$ cat config.mk
export PLATFORM = sky130hd
export DESIGN_NAME = execute_stage
export DESIGN_NICKNAME = d
export VERILOG_FILES = /design/src/rtl/tessia_pkg.sv /design/src/rtl/alu_core.sv /design/src/rtl/execute_stage.sv
export SDC_FILE = /design/constraint.sdc
export NUM_CORES = 1
export LEC_CHECK = 0
export ABC_CLOCK_PERIOD_IN_PS = 7800
export BUFFER_PORTS_ARGS = -buffer_cell sky130_fd_sc_hd__buf_2
export CORE_ASPECT_RATIO = 1.4
export CORE_MARGIN = 4
export CORE_UTILIZATION = 56
export CTS_CLUSTER_DIAMETER = 60
export CTS_CLUSTER_SIZE = 14
export DETAILED_ROUTE_END_ITERATION = 8
export PLACE_DENSITY = 0.87
export SYNTH_ARGS = -nofsm -noshare
export SYNTH_HDL_FRONTEND = slang
export SYNTH_HIERARCHICAL = 1
export SYNTH_SLANG_ARGS = --single-unit
$ cat constraint.sdc
create_clock -name clk -period 7.8 [get_ports clk]
set_input_delay 0.39 -clock clk [delete_from_list [all_inputs] [get_ports clk]]
set_output_delay 0.39 -clock clk [all_outputs]
set_load 0.01 [all_outputs]
$ cat src/rtl/tessia_pkg.sv
// Shared types and constants for the execute stage: ALU operation codes,
// ARM condition codes and the bit positions of {N,Z,C,V} in the flags word.
package tessia_pkg;

    typedef enum logic [1:0] {
        ALU_ADD = 2'b00,
        ALU_SUB = 2'b01,
        ALU_AND = 2'b10,
        ALU_ORR = 2'b11
    } alu_op_t;

    typedef enum logic [3:0] {
        COND_EQ = 4'b0000,
        COND_NE = 4'b0001,
        COND_CS = 4'b0010,
        COND_CC = 4'b0011,
        COND_MI = 4'b0100,
        COND_PL = 4'b0101,
        COND_VS = 4'b0110,
        COND_VC = 4'b0111,
        COND_HI = 4'b1000,
        COND_LS = 4'b1001,
        COND_GE = 4'b1010,
        COND_LT = 4'b1011,
        COND_GT = 4'b1100,
        COND_LE = 4'b1101,
        COND_AL = 4'b1110,
        COND_NV = 4'b1111
    } cond_t;

    localparam int FLAG_N = 3;
    localparam int FLAG_Z = 2;
    localparam int FLAG_C = 1;
    localparam int FLAG_V = 0;

endpackage

$ cat src/rtl/alu_core.sv
// Combinational ALU with {N,Z,C,V} flag generation. SUB is A + ~B + 1, so
// C=1 means "no borrow"; C and V are forced to 0 for the logical ops.
module alu_core
    import tessia_pkg::*;
#(
    parameter int WIDTH = 32
) (
    input  logic [WIDTH-1:0] a_i,
    input  logic [WIDTH-1:0] b_i,
    input  alu_op_t          op_i,
    output logic [WIDTH-1:0] result_o,
    output logic [3:0]       flags_o
);

    logic [WIDTH-1:0] b_eff_s;
    logic             cin_s;
    logic [WIDTH:0]   sum_s;
    logic             carry_s;
    logic             ovf_s;

    // Adder path shared by ADD and SUB (SUB inverts B and injects a carry)
    always_comb begin
        b_eff_s = b_i;
        cin_s   = 1'b0;
        if (op_i == ALU_SUB) begin
            b_eff_s = ~b_i;
            cin_s   = 1'b1;
        end else begin
            b_eff_s = b_i;
            cin_s   = 1'b0;
        end
        sum_s = {1'b0, a_i} + {1'b0, b_eff_s} + {{WIDTH{1'b0}}, cin_s};
    end

    // Result select and carry/overflow per operation
    always_comb begin
        result_o = {WIDTH{1'b0}};
        carry_s  = 1'b0;
        ovf_s    = 1'b0;
        case (op_i)
            ALU_ADD, ALU_SUB: begin
                result_o = sum_s[WIDTH-1:0];
                carry_s  = sum_s[WIDTH];
                ovf_s    = (a_i[WIDTH-1] == b_eff_s[WIDTH-1]) &&
                           (sum_s[WIDTH-1] != a_i[WIDTH-1]);
            end
            ALU_AND: result_o = a_i & b_i;
            ALU_ORR: result_o = a_i | b_i;
            default: result_o = {WIDTH{1'b0}};
        endcase
    end

    // Pack the flags word
    always_comb begin
        flags_o         = 4'b0000;
        flags_o[FLAG_N] = result_o[WIDTH-1];
        flags_o[FLAG_Z] = (result_o == {WIDTH{1'b0}});
        flags_o[FLAG_C] = carry_s;
        flags_o[FLAG_V] = ovf_s;
    end

endmodule

$ cat src/rtl/execute_stage.sv
// Execute stage of a 5-stage ARM-style pipeline: D->E register with flush,
// operand forwarding, ALU, condition evaluation against the architectural
// flags, condition-gated control outputs and the flags register itself.
module execute_stage
    import tessia_pkg::*;
#(
    parameter int WIDTH = 32
) (
    input  logic             clk,
    input  logic             reset,
    input  logic [WIDTH-1:0] RD1D,
    input  logic [WIDTH-1:0] RD2D,
    input  logic [WIDTH-1:0] ExtImmD,
    input  logic [3:0]       WA3D,
    input  logic [1:0]       ALUControlD,
    input  logic             ALUSrcD,
    input  logic [3:0]       CondD,
    input  logic [1:0]       FlagWriteD,
    input  logic             RegWriteD,
    input  logic             MemWriteD,
    input  logic             MemtoRegD,
    input  logic             PCSrcD,
    input  logic             BranchD,
    input  logic [1:0]       ForwardAE,
    input  logic [1:0]       ForwardBE,
    input  logic [WIDTH-1:0] ResultW,
    input  logic [WIDTH-1:0] ALUResultM,
    input  logic             FlushE,
    output logic [WIDTH-1:0] ALUResultE,
    output logic [WIDTH-1:0] WriteDataE,
    output logic [3:0]       WA3E,
    output logic             RegWriteE,
    output logic             MemWriteE,
    output logic             MemtoRegE,
    output logic             PCSrcE,
    output logic             BranchTakenE,
    output logic [3:0]       Flags
);

    logic [WIDTH-1:0] rd1_q, rd1_d, rd2_q, rd2_d, imm_q, imm_d;
    logic [3:0]       wa3_q, wa3_d, cond_q, cond_d, flags_q, flags_d;
    logic [1:0]       alu_ctrl_q, alu_ctrl_d, flag_write_q, flag_write_d;
    logic             alu_src_q, alu_src_d;
    logic             reg_write_q, reg_write_d, mem_write_q, mem_write_d;
    logic             mem_to_reg_q, mem_to_reg_d, pcsrc_q, pcsrc_d;
    logic             branch_q, branch_d;

    logic [WIDTH-1:0] src_a_s, fwd_b_s, src_b_s;
    logic [3:0]       alu_flags_s;
    logic             cond_ex_s;

    // D->E next state: a flush turns the entering instruction into a bubble
    always_comb begin
        rd1_d = RD1D; rd2_d = RD2D; imm_d = ExtImmD; wa3_d = WA3D;
        alu_ctrl_d = ALUControlD; alu_src_d = ALUSrcD; cond_d = CondD;
        flag_write_d = FlagWriteD; reg_write_d = RegWriteD;
        mem_write_d = MemWriteD; mem_to_reg_d = MemtoRegD;
        pcsrc_d = PCSrcD; branch_d = BranchD;
        if (FlushE) begin
            rd1_d = {WIDTH{1'b0}}; rd2_d = {WIDTH{1'b0}}; imm_d = {WIDTH{1'b0}};
            wa3_d = 4'b0000; alu_ctrl_d = 2'b00; alu_src_d = 1'b0;
            cond_d = COND_AL; flag_write_d = 2'b00; reg_write_d = 1'b0;
            mem_write_d = 1'b0; mem_to_reg_d = 1'b0; pcsrc_d = 1'b0;
            branch_d = 1'b0;
        end else begin
            cond_d = CondD;
        end
    end

    // D->E pipeline register; reset takes priority over flush
    always_ff @(posedge clk) begin
        if (!reset) begin
            rd1_q <= {WIDTH{1'b0}}; rd2_q <= {WIDTH{1'b0}}; imm_q <= {WIDTH{1'b0}};
            wa3_q <= 4'b0000; alu_ctrl_q <= 2'b00; alu_src_q <= 1'b0;
            cond_q <= COND_AL; flag_write_q <= 2'b00; reg_write_q <= 1'b0;
            mem_write_q <= 1'b0; mem_to_reg_q <= 1'b0; pcsrc_q <= 1'b0;
            branch_q <= 1'b0;
        end else begin
            rd1_q <= rd1_d; rd2_q <= rd2_d; imm_q <= imm_d;
            wa3_q <= wa3_d; alu_ctrl_q <= alu_ctrl_d; alu_src_q <= alu_src_d;
            cond_q <= cond_d; flag_write_q <= flag_write_d;
            reg_write_q <= reg_write_d; mem_write_q <= mem_write_d;
            mem_to_reg_q <= mem_to_reg_d; pcsrc_q <= pcsrc_d;
            branch_q <= branch_d;
        end
    end

    // Forwarding muxes on the registered operands; 11 falls back to the register
    always_comb begin
        case (ForwardAE)
            2'b01:   src_a_s = ResultW;
            2'b10:   src_a_s = ALUResultM;
            default: src_a_s = rd1_q;
        endcase
        case (ForwardBE)
            2'b01:   fwd_b_s = ResultW;
            2'b10:   fwd_b_s = ALUResultM;
            default: fwd_b_s = rd2_q;
        endcase
        if (alu_src_q) begin
            src_b_s = imm_q;
        end else begin
            src_b_s = fwd_b_s;
        end
    end

    alu_core #(.WIDTH(WIDTH)) u_alu (
        .a_i      (src_a_s),
        .b_i      (src_b_s),
        .op_i     (alu_op_t'(alu_ctrl_q)),
        .result_o (ALUResultE),
        .flags_o  (alu_flags_s)
    );

    // Condition check against the architectural flags register
    always_comb begin
        cond_ex_s = 1'b0;
        case (cond_t'(cond_q))
            COND_EQ: cond_ex_s = flags_q[FLAG_Z];
            COND_NE: cond_ex_s = !flags_q[FLAG_Z];
            COND_CS: cond_ex_s = flags_q[FLAG_C];
            COND_CC: cond_ex_s = !flags_q[FLAG_C];
            COND_MI: cond_ex_s = flags_q[FLAG_N];
            COND_PL: cond_ex_s = !flags_q[FLAG_N];
            COND_VS: cond_ex_s = flags_q[FLAG_V];
            COND_VC: cond_ex_s = !flags_q[FLAG_V];
            COND_HI: cond_ex_s = flags_q[FLAG_C] && !flags_q[FLAG_Z];
            COND_LS: cond_ex_s = !flags_q[FLAG_C] || flags_q[FLAG_Z];
            COND_GE: cond_ex_s = (flags_q[FLAG_N] == flags_q[FLAG_V]);
            COND_LT: cond_ex_s = (flags_q[FLAG_N] != flags_q[FLAG_V]);
            COND_GT: cond_ex_s = !flags_q[FLAG_Z] && (flags_q[FLAG_N] == flags_q[FLAG_V]);
            COND_LE: cond_ex_s = flags_q[FLAG_Z] || (flags_q[FLAG_N] != flags_q[FLAG_V]);
            default: cond_ex_s = 1'b1;
        endcase
    end

    // Flags next state: each field pair updates only when enabled and condition passes
    always_comb begin
        flags_d = flags_q;
        if (cond_ex_s && flag_write_q[1]) begin
            flags_d[FLAG_N] = alu_flags_s[FLAG_N];
            flags_d[FLAG_Z] = alu_flags_s[FLAG_Z];
        end else begin
            flags_d[FLAG_N] = flags_q[FLAG_N];
            flags_d[FLAG_Z] = flags_q[FLAG_Z];
        end
        if (cond_ex_s && flag_write_q[0]) begin
            flags_d[FLAG_C] = alu_flags_s[FLAG_C];
            flags_d[FLAG_V] = alu_flags_s[FLAG_V];
        end else begin
            flags_d[FLAG_C] = flags_q[FLAG_C];
            flags_d[FLAG_V] = flags_q[FLAG_V];
        end
    end

    // Architectural flags register (flush does not cancel the E-stage update)
    always_ff @(posedge clk) begin
        if (!reset) begin
            flags_q <= 4'b0000;
        end else begin
            flags_q <= flags_d;
        end
    end

    assign WriteDataE   = fwd_b_s;
    assign WA3E         = wa3_q;
    assign RegWriteE    = reg_write_q & cond_ex_s;
    assign MemWriteE    = mem_write_q & cond_ex_s;
    assign MemtoRegE    = mem_to_reg_q;
    assign PCSrcE       = pcsrc_q & cond_ex_s;
    assign BranchTakenE = branch_q & cond_ex_s;
    assign Flags        = flags_q;

endmodule
==> Word-level counts from Yosys, hierarchy flattened <==
Cells that the tools add are included.
{ "op_classes": {"n_addsub": 2, "eq_ne": 24, "n_mux": 9, "bitwise_logic": 8, "reduce_logical": 16} }
{ "ops": {"columns": ["op", "count"], "rows": [
  ["one-hot mux 32 bit (2 select lines)", 2],
  ["one-hot mux 32 bit (3 select lines)", 1],
  ["2-to-1 mux 32 bit", 2],
  ["adder 32 x 32 -> 33 bit", 1],
  ["adder 33 x 1 -> 33 bit", 1],
  ["bitwise AND 32 bit", 1],
  ["zero test 32 bit", 1],
  ["NOT 32 bit", 1],
  ["bitwise OR 32 bit", 1],
  ["equality test 4 bit (second input constant)", 6],
  ["equality test 4 x 3 -> 1 bit (second input constant)", 4],
  ["one-hot mux 1 bit (14 select lines)", 1],
  ["equality test 2 bit (second input constant)", 4],
  ["equality test 4 x 2 -> 1 bit (second input constant)", 2],
  ["equality test 2 x 1 -> 1 bit (second input constant)", 3],
  ["logical AND 1 bit", 5],
  ["bitwise AND 1 bit", 4],
  ["equality test 4 x 1 -> 1 bit (second input constant)", 1],
  ["zero test 1 bit", 4],
  ["zero test 4 bit", 1],
  ["OR reduction 2 bit", 2],
  ["2-to-1 mux 1 bit", 3],
  ["equality test 1 bit", 2],
  ["zero test 2 bit", 1],
  ["3 further kinds", 5]
]} }
{ "word_totals": {"reg_bits": 118, "in_bits": 185, "out_inout_bits": 77, "word_cells": 74} }

==> Depth between registers and ports, before layout <==
{ "depth": {"ltp_word": 10, "ltp_mapped": 22} }

==> Hierarchy <==
The synthesis kept the hierarchy.
{ "modules_own_cells": {"columns": ["module", "n_inst", "cells_per_inst", "area_each_um2"], "rows": [
  ["execute_stage", 1, 558, 5048.6],
  ["alu_core", 1, 421, 2977.9]
]} }

==> Worst setup path after synthesis <==
OpenSTA, ideal clock, no wires.
{ "synth_timing": {"path_type": "input port to flip-flop", "startpoint": "input port ForwardBE[0]", "endpoint": "register flags_q[2], in the netlist Flags[2]", "setup_ns": 0.072, "arrival_time_ns": 4.374, "t_required_ns": 7.728, "setup_slack_ns": 3.355, "path_stages": 22, "path_buffers": 2, "cell_sequence": "inv_1 -> ha_1 -> clkbuf_1 -> clkbuf_1 -> nand2_1 -> o21ai_0 -> mux2_2 -> nor3b_2 -> a21oi_1 -> fa_1 -> nand2b_1 -> a21o_1 -> a21oi_2 -> nor2_1 -> o32a_1 -> and3_1 -> or4_4 -> nor4_2 -> nand3_1 -> and4b_1 -> nand2_1 -> mux2i_1"} }
{ "synth_via": {"elab_chain_cells": 9} }
{ "synth_rtl": {"columns": ["element", "line", "source"], "rows": [
  ["start, declared", "execute_stage.sv:25", "input logic [1:0] ForwardBE,"],
  ["equality test 2 bit / equality test 2 x 1 -> 1 bit (equally long branches)", "execute_stage.sv:95", "case (ForwardBE)"],
  ["one-hot mux 32 bit (2 select lines) *", "execute_stage.sv:95", null],
  ["via WriteDataE[0]", "execute_stage.sv:30", "output logic [WIDTH-1:0] WriteDataE,"],
  ["2-to-1 mux 32 bit *", "execute_stage.sv:100", "if (alu_src_q) begin"],
  ["via src_b_s[0]", "execute_stage.sv:48", "logic [WIDTH-1:0] src_a_s, fwd_b_s, src_b_s;"],
  ["NOT 32 bit", "alu_core.sv:26", "b_eff_s = ~b_i;"],
  ["2-to-1 mux 32 bit *", "alu_core.sv:25", "if (op_i == ALU_SUB) begin"],
  ["adder 32 x 32 -> 33 bit *", "alu_core.sv:32", "sum_s = {1'b0, a_i} + {1'b0, b_eff_s} + {{WIDTH{1'b0}}, cin_s};"],
  ["adder 33 x 1 -> 33 bit *", "alu_core.sv:32", null],
  ["one-hot mux 32 bit (3 select lines) *", "alu_core.sv:40", "case (op_i)"],
  ["via ALUResultE[18]", "execute_stage.sv:29", "output logic [WIDTH-1:0] ALUResultE,"],
  ["zero test 32 bit *", "alu_core.sv:57", "flags_o[FLAG_Z] = (result_o == {WIDTH{1'b0}});"],
  ["via alu_flags_s[2]", "execute_stage.sv:49", "logic [3:0] alu_flags_s;"],
  ["end signal, assigned", "execute_stage.sv:161", "flags_q <= flags_d;"],
  ["end, declared", "execute_stage.sv:41", "logic [3:0] wa3_q, wa3_d, cond_q, cond_d, flags_q, flags_d;"]
]} }
Mark *: on every way through the listed nets, which the timed path passes. The rest lies on a longest branch.
A chain may end at the register's enable or synchronous reset.

==> Worst setup path in the final report <==
{ "layout_timing": {"startpoint": "input port ForwardBE[0]", "endpoint": "output port ALUResultE[31]"} }
{ "layout_via": {"elab_chain_cells": 8} }
{ "layout_rtl": {"columns": ["element", "line"], "rows": [
  ["equality test 2 bit / equality test 2 x 1 -> 1 bit (equally long branches)", "execute_stage.sv:95"],
  ["one-hot mux 32 bit (2 select lines) *", "execute_stage.sv:95"],
  ["2-to-1 mux 32 bit *", "execute_stage.sv:100"],
  ["via src_b_s[16]", "execute_stage.sv:48"],
  ["NOT 32 bit", "alu_core.sv:26"],
  ["2-to-1 mux 32 bit *", "alu_core.sv:25"],
  ["adder 32 x 32 -> 33 bit *", "alu_core.sv:32"],
  ["adder 33 x 1 -> 33 bit *", "alu_core.sv:32"],
  ["one-hot mux 32 bit (3 select lines) *", "alu_core.sv:40"],
  ["end, declared", "execute_stage.sv:29"]
]} }
Marked as above.

==> results.cfg <==
[worst_setup_path]
cpPeakStageDelay_ps = 990
crit_buf_inv = 3
path_common_cell = buf_2
start_kind = input pin
crit_chain = buf_2 -> inv_1 -> ha_2 -> o21ai_0 -> mux2_2 -> xnor2_1 -> ha_1 -> nand4_1 -> nor4_1 -> nand3_1 -> a21oi_1 -> o211ai_1 -> o31ai_1 -> mux2i_1 -> nand2_1 -> buf_2
critPathTopFamily = adder cells
cp_slowest_cell = ha_2
crit_fanout = 64
end_kind = primary output
worstPathArrival_ps = 4880
path_class = input pin to primary output
required_ps = 7410

[die]
rows = 51
core_region_area_mm2 = 0.0140
floorplan.initialDensity_pct = 57.4
fp.dieH_um = 150
dieArea_mm2 = 0.0163
ios = 262
die_x_um = 109

[logic_synthesis]
synth-async-reset-ratio_pct = 0
ys_seq_area_share_pct = 29.4
synthFlopType = dfxtp_1
netlist_area_mm2 = 0.00803
syn_nets = 1204
syn_avg_cell_area_um2 = 8.20
yosys_register_bits = 118
synth_cells = 979
synth_cell_types = 70
synth-edff-count = 0
ys_warn_count = 6

[timing]
fin_worst_skew_ps = 19.1
tightest_slew_ps = 1090
slew_viol_final = 0
fin_crit_sh_pct = 67.6
fin_hold_ws_ps = 150
grt_setup_unrepaired = no
setup_tns_ps = 0
relSlewSlack_pct = 27.0
setup_viol = 0
finalHoldViolCount = 0
fmax_mhz = 190
period_needed_ps = 5270

[final_layout]
fin_area_mm2 = 0.00986
drive_gt1_share_pct = 29.3
nNetsFinal = 1421
final_cells = 1394
fillers = 1159
syn2layout_area_growth_pct = 22.9

[grt]
grt_antenna_before_repair = 1
grt_max_degree = 115
grt_pass1_vias = 7961
gr-total-overflow = 0
grtUsageTotal_pct = 30.1
grt_pass1_wl_um = 38700

[hold_path]
hold_class = input pin to register

[routing]
drc = 0
viasPerCell = 5.76
drtIter0Drc = 504
ant_nets = 0
wl_per_cell_um = 17.7
via_count = 8030
routed_wl_um = 24700
drt_first_pass_iters = 5

[clocking]
ctsResizeCount = 0
clockRootBuffer = clkbuf_16
cts_tree = built
clockBufferDepth = 2
cts_made_buffers = 17
cts_hold_buf = 0
htree_levels = 4
cts_setup_buffers = 0
cts_sinks = 118
clock_latency_ps = 430
path_clk_slew_ps = 60

[power_and_ir_drop]
clockPowerShare_pct = 38.8
p_seq_share_pct = 32.1
p_leak_nw = 4.31
comb_power_share_pct = 29.1
pwr_density_cell_mw_per_mm2 = 201
p_int_mw = 1.33
p_sw_mw = 0.650
p_sw_share_pct = 32.8
ir_drop_mv = 0.142
p_total_mw = 1.98

[outcome]
status = complete, no violations

[run]
cap_violations = 0

[place]
placed_cell_area_mm2 = 0.00928
place_inst = 1362
globalplace.congestion = 0.951
port-buffer-count = 261
hpwl_um = 18200
## Yosys cell counts (all sizes together), types with 7 or more instances
library cell | number | area, um^2
nor2 | 21 | 78.8
ha | 39 | 488
mux2i | 7 | 70.1
dfxtp | 118 | 2360
and2 | 118 | 738
mux2 | 33 | 372
a21oi | 35 | 179
xnor2 | 40 | 350
o21ai | 106 | 534
buf | 19 | 118
nand2 | 132 | 495
nor3 | 12 | 60.1
clkbuf | 51 | 231
a21o | 8 | 61.3
a22oi | 65 | 488
o31ai | 9 | 77.6
a31oi | 7 | 43.8
nand3 | 10 | 50.1
xor2 | 15 | 131
inv | 16 | 60.1
maj3 | 29 | 292
## cell usage in the layout, fill, tap and decap left out, types with 9 or more instances in the layout
master	Yosys	layout
buf_2	4	261
inv_1	16	16
o21ai_0	96	96
xnor2_1	40	40
nor2_1	21	21
a22oi_1	65	65
nor3_1	12	12
mux2_2	33	33
and2_1	118	118
nand3_1	10	10
o21ai_1	9	9
ha_1	39	37
a21oi_1	34	34
maj3_1	28	28
dfxtp_1	118	117
nand2_1	132	132
clkbuf_16	0	17
xor2_1	15	15
## area by class of cell
class	count	area (um^2)	share of cell area, %
sequential	118	2360	24.0
antenna	1	2.50	0.0254
multi-input combinational	775	5270	53.4
inverter	16	60.1	0.609
timing repair buffer	268	1360	13.8
tap	185	231	2.35
clock buffer	17	425	4.31
clock inverter	14	151	1.53
## final timing paths
check | slack (ps) | depth (start not counted) | startpoint | endpoint
setup / recovery | 2530 | 16 | ForwardBE[0] | ALUResultE[31]
hold / removal | 150 | 2 | WA3D[2] | WA3E[2]
setup reg to reg | 3000 | 18 | alu_ctrl_q[1] | Flags[2]
hold reg to reg | 530 | 2 | Flags[1] | Flags[1]
## cells by family after synthesis
group / share of synthesized area, %
AND/OR/NAND/NOR: 22.5
AO/OA/AOI/OAI: 21.5
flip-flops: 29.4
buffers and inverters: 5.10
adder cells (fa/ha/maj): 9.96
XOR/XNOR: 6.00
multiplexers: 5.50
## power by group through the flow
stage	Combinational, mW	Sequential [mW]	Clock [mW]
finish	0.576	0.635	0.769
global route	0.631	0.637	0.806
CTS	0.571	0.635	0.777
detailed placement	0.566	0.648	0
global placement	0.559	0.647	0
floorplan	0.375	0.645	0
## registers in the layout (all words and copies together) (netlist names)
signal,flops
alu_ctrl_q,2
rd1_q,32
cond_q,4
alu_src_q,1
reg_write_q,1
mem_write_q,1
branch_q,1
rd2_q,32
pcsrc_q,1
Flags,4
WA3E,4
flag_write_q,2
imm_q,32
MemtoRegE,1
## stage by stage
stage / utilization (%) / setup slack, ps
2_1_floorplan: - / 3350
4_1_cts: 70.6 / 2610
6_report: 70.6 / 2530
3_5_place_dp: 66.4 / 2580
3_3_place_gp: 66.4 / 2700
5_1_grt: 70.6 / 2060
## routing by layer
layer,GRT usage (%),wire length (um),vias up
met1,32.5,9090,3723
met4,14.7,1030,0
li1,-,-,3895
met5,0,0,-
met3,6.99,1800,68
met2,54.4,12800,344
(Power assumes the default switching activity.)
